`src/rtl/rv32i_types.sv`:
```
// Shared types for the memory arbiter: arbitration mode, FSM state and the
// channel-index width helper.
package rv32i_types;

  typedef enum logic {FIXED = 1'b0, RR = 1'b1} arb_mode_t;
  typedef enum logic {IDLE = 1'b0, BUSY = 1'b1} arb_state_t;

  // A single channel still needs a one-bit index.
  function automatic int idx_w(input int n);
    return (n > 1) ? $clog2(n) : 1;
  endfunction

endpackage

```
`src/rtl/arb_pick.sv`:
```
// Combinational winner search: first active request at or after start,
// wrapping past the top channel back to 0.
module arb_pick
  import rv32i_types::*;
#(
  parameter int NUM_CH = 2,
  parameter int IDX_W  = idx_w(NUM_CH)
) (
  input  logic [NUM_CH-1:0] req,
  input  logic [IDX_W-1:0]  start,
  output logic [IDX_W-1:0]  idx,
  output logic              valid
);

  // One extra bit so start+offset cannot overflow before the wrap.
  logic [IDX_W:0] cand;

  always_comb begin
    idx   = '0;
    valid = 1'b0;
    cand  = '0;
    for (int i = 0; i < NUM_CH; i++) begin
      cand = {1'b0, start} + (IDX_W+1)'(i);
      if (cand >= (IDX_W+1)'(NUM_CH)) cand = cand - (IDX_W+1)'(NUM_CH);
      if (!valid && req[cand[IDX_W-1:0]]) begin
        valid = 1'b1;
        idx   = cand[IDX_W-1:0];
      end
    end
  end

endmodule

```
`src/rtl/mem_arbiter.sv`:
```
// N-channel arbiter in front of one shared cacheline memory port; one
// transfer in flight, request fields latched at grant time.
module mem_arbiter
  import rv32i_types::*;
#(
  parameter int        NUM_CH  = 2,
  parameter int        ADDR_W  = 32,
  parameter int        DATA_W  = 256,
  parameter arb_mode_t RR_MODE = RR
) (
  input  logic                           clk,
  input  logic                           rst,
  input  logic [NUM_CH-1:0]              ch_read,
  input  logic [NUM_CH-1:0]              ch_write,
  input  logic [NUM_CH-1:0][ADDR_W-1:0]  ch_addr,
  input  logic [NUM_CH-1:0][DATA_W-1:0]  ch_wdata,
  output logic [DATA_W-1:0]              ch_rdata,
  output logic [NUM_CH-1:0]              ch_resp,
  output logic                           mem_read,
  output logic                           mem_write,
  output logic [ADDR_W-1:0]              mem_addr,
  output logic [DATA_W-1:0]              mem_wdata,
  input  logic [DATA_W-1:0]              mem_rdata,
  input  logic                           mem_resp,
  output logic                           busy
);

  localparam int IDX_W = idx_w(NUM_CH);

  arb_state_t        state;
  logic [IDX_W-1:0]  grant, last_grant, start, pick_idx;
  logic              pick_valid;
  logic [NUM_CH-1:0] req;

  assign req      = ch_read | ch_write;
  assign ch_rdata = mem_rdata;

  // Fixed priority always searches from channel 0.
  always_comb begin
    start = '0;
    if (RR_MODE == RR)
      start = (last_grant == IDX_W'(NUM_CH-1)) ? '0 : last_grant + 1'b1;
  end

  arb_pick #(.NUM_CH(NUM_CH), .IDX_W(IDX_W)) u_pick (
    .req   (req),
    .start (start),
    .idx   (pick_idx),
    .valid (pick_valid)
  );

  always_ff @(posedge clk) begin
    if (rst) begin
      state      <= IDLE;
      grant      <= '0;
      last_grant <= IDX_W'(NUM_CH-1);
      mem_read   <= 1'b0;
      mem_write  <= 1'b0;
      mem_addr   <= '0;
      mem_wdata  <= '0;
      busy       <= 1'b0;
    end else begin
      case (state)
        IDLE: if (pick_valid) begin
          state     <= BUSY;
          busy      <= 1'b1;
          grant     <= pick_idx;
          // Read wins if a channel raises both.
          mem_read  <= ch_read[pick_idx];
          mem_write <= ~ch_read[pick_idx];
          mem_addr  <= ch_addr[pick_idx];
          mem_wdata <= ch_wdata[pick_idx];
          if (RR_MODE == RR) last_grant <= pick_idx;
        end
        BUSY: if (mem_resp) begin
          state     <= IDLE;
          busy      <= 1'b0;
          mem_read  <= 1'b0;
          mem_write <= 1'b0;
        end
        default: state <= IDLE;
      endcase
    end
  end

  // Completion pulse goes only to the granted channel, and only while a
  // transfer is actually outstanding.
  always_comb begin
    ch_resp = '0;
    if (state == BUSY && mem_resp) ch_resp[grant] = 1'b1;
  end

  a_rw_excl: assert property (@(posedge clk) disable iff (rst) (ch_read & ch_write) == '0);

endmodule

```
`config.mk`:
```
export PLATFORM = sky130hd
export DESIGN_NAME = mem_arbiter
export DESIGN_NICKNAME = d
export VERILOG_FILES = /design/src/rtl/rv32i_types.sv /design/src/rtl/arb_pick.sv /design/src/rtl/mem_arbiter.sv
export SDC_FILE = /design/constraint.sdc
export NUM_CORES = 1
export LEC_CHECK = 0
export ABC_CLOCK_PERIOD_IN_PS = 1350
export CORE_AREA = 2 2 540 542
export CTS_CLUSTER_SIZE = 30
export DETAILED_ROUTE_END_ITERATION = 16
export DIE_AREA = 0 0 542 544
export SLEW_MARGIN = 20
export SYNTH_ARGS = -nofsm -noshare
export SYNTH_HDL_FRONTEND = slang
export SYNTH_SLANG_ARGS = --single-unit
```
`constraint.sdc`:
```
create_clock -name clk -period 1.35 [get_ports clk]
set_input_delay 0.135 -clock clk [delete_from_list [all_inputs] [get_ports clk]]
set_output_delay 0.135 -clock clk [all_outputs]
set_load 0.05 [all_outputs]
```
==> metrics.cfg, run 1 <==
[cts]
cts_sinks = 294
htree_levels = 2
clock_path_buffers = 3
cts_tree = done
root_buffer = clkbuf_16
clk-insertion-delay-late_ns = 0.68
clk_pin_slew_ns = 0.06
cts_buffers = 40

[synth]
syn_nets = 2824
netlist.area_leader.share = 0.369
syn_inst = 1985
syn_avg_cell_area_um2 = 8.03
ys_types = 28
netlist.top_cell.by_area = dfxtp_1
synth-seq-cells = 294
ys_seq_area_frac = 0.369
synth_warnings = 0
synthTopCellsByArea = dfxtp_1 37%, a311oi_1 16%, buf_4 12%, a21oi_1 9.1%, nand3_1 9.1%
synth_area_um2 = 15900

[die]
fp.coreArea_um2 = 289000
die_x_um = 542
dieHeight_um = 544
rows = 198
start_util = 0.0551
die_area_um2 = 295000
num_io_pins = 1388

[pwr]
power.leakage_nw = 12.8
peakVddDrop_uv = 864
power_density_nw_per_um2 = 1080

[sta]
hold_viol_final = 0
fmax_mhz = 606
setup-tns-final_ns = -58.27
tightest_slew_ns = 0.500
fin_ws_ns = -0.300
fin_crit_ns = 1.65
slew_headroom = 0.666
setup_viol = 472
clock_skew_ns = 0.0251
rsz0062_at_grt = yes
period_share = 1.22
slew_viol_final = 0

[global_route]
grt_overflow = 0
gr-usage-all-layers = 0.160
grt_pass1_wl_um = 290000
antenna_found_initial = 192
grt_max_degree = 67
grt_pass1_vias = 19900

[flow_run]
drv_cap = 0

[layout]
final_core_util = 0.133
multi_input_area_um2 = 9030
drive_gt1_frac = 0.388
regArea_um2 = 5900
final_cell_mix = 579 x clkdlybuf4s50_1, 357 x buf_12, 290 x dfxtp_1
nets = 3643
area_growth_pct = 141
fillerInstances = 32500
mostFrequentLayoutCell = clkdlybuf4s50_1

[route]
drtAntennaViolNets = 0
viasPerCell = 3.30
drt-total-wl_um = 254000
dr_total_vias = 22000
wl_per_cell_um = 38.1
drc = 0
drtIter0Drc = 2034
dr.pass1.iters = 5

[worst_hold_path]
hold_depth = 3
worstHoldEndpoint = mem_addr[19]
hold_path_class = in -> reg
hp-start = ch_addr[51]

[worst_setup_path]
regToRegEndpoint = mem_wdata[219]
end_kind = flop
rr_worst_depth = 7
critPathKind = reg -> reg
reg2reg_slack_ns = -0.30
worstPathRequired_ns = 1.91
cp_max_fo = 10
cp-start-kind = flop
timing.rr.start = last_grant
worstPathArrival_ns = 2.21

[status]
outcome = finished with violations
violations = setup timing

[placed_design]
gp_congestion = 0.944
post-place-ws_ns = -1.02
dp.final_hpwl_um = 217000
io_buffers = 875

routing by layer:
layer / routed length [µm] / vias up / track usage / share of wire
met5: 850 / - / 0.00146 / 0.0033
met4: 13400 / 124 / 0.0638 / 0.053
met3: 58900 / 628 / 0.170 / 0.23
met2: 101000 / 1933 / 0.225 / 0.40
met1: 80500 / 10300 / 0.151 / 0.32
li1: - / 9054 / - / -
registers in the layout, indices dropped and copies added (netlist names):
register,count
grant,1
mem_read,1
state,1
last_grant,1
mem_write,1
busy,1
mem_addr,32
mem_wdata,256
cell families (layout without fill, tap and decap cells):
family / after synthesis / count (layout) / synth area share
other: 0 / 46 / 0
buffers and inverters: 513 / 1358 / 0.190
AND/OR/NAND/NOR: 301 / 301 / 0.0963
AO/OA/AOI/OAI: 877 / 877 / 0.345
flip-flops: 294 / 294 / 0.369
repair_timing:
| item | CTS | global route |
|---|---|---|
| endpoints found under the hold margin | 23 | 0 |
| hold buffers | 25 | 0 |
| setup buffers | 39 | 39 |
| gates cloned | 29 | 31 |
| pin swaps | 66 | 119 |
| endpoints found under the setup margin | 585 | 585 |
| resized for setup | 267 | 397 |
final cells by class:
class	count	area share
inverters	1	0.000782
well taps	3800	0.124
flip-flops and latches	294	0.154
diodes	46	0.00300
repair buffers	1289	0.447
clock inverters	20	0.00860
multi-input cells	1178	0.235
clock buffers	48	0.0276
through the flow:
step,hold WS (ns),instance area (µm²),cells,total power [mW]
global placement,0.271,32600,6455,26.7
floorplan,0.307,16200,1985,18.4
global route,0.0370,38300,6640,43.0
CTS,0.000282,36200,6602,40.8
detailed placement,0.271,32600,6455,26.7
finish,0.0535,38400,6676,41.7
power by group:
| part | internal (mW) | switching, mW | total, mW | leakage, nW |
|---|---|---|---|---|
| Combinational | 8.73 | 10.1 | 18.9 | 9.66 |
| Clock | 6.96 | 5.04 | 12.0 | 0.666 |
| Sequential | 9.61 | 1.17 | 10.8 | 2.45 |
worst max-delay path: stages, from the launching register on:
cell       delay [ns]
dfxtp_2          0.33
buf_6            0.12
o21ai_4          0.09
buf_12           0.19
buf_16           0.18
clkbuf_16        0.19
nand3_1          0.11
a311oi_1         0.27
Yosys cell counts, drive strengths merged:
library cell	number
nor4b	1
nand2	1
dfxtp	294
a311oi	288
o21ai	291
clkbuf	153
a21boi	2
o21a	2
nor4bb	1
nor4	1
o211ai	1
nand3	289
a21oi	291
a211oi	1
o211a	1
nand3b	1
or2	1
and3	1
inv	1
buf	359
nor2	4
or4	1
how the worst max path moves through the flow:
stage / start / slack [ns] / cells past startpoint / end
2_1_floorplan: ch_write[1] / -0.06 / 6 / mem_wdata[37]
3_3_place_gp: ch_write[1] / -0.99 / 8 / mem_wdata[188]
3_5_place_dp: ch_write[1] / -1.02 / 8 / mem_wdata[117]
4_1_cts: state / -0.35 / 3 / ch_resp[1]
5_1_grt: last_grant / -0.33 / 8 / mem_addr[16]
6_report: last_grant / -0.30 / 7 / mem_wdata[219]
No activity file was read; power rests on OpenSTA's default activity.
==> run 2, diff against run 1 <==
- CTS_CLUSTER_SIZE: 30 -> unset
==> results of run 2 <==
The final DEF is identical to that of run 1; final timing and power are the same.
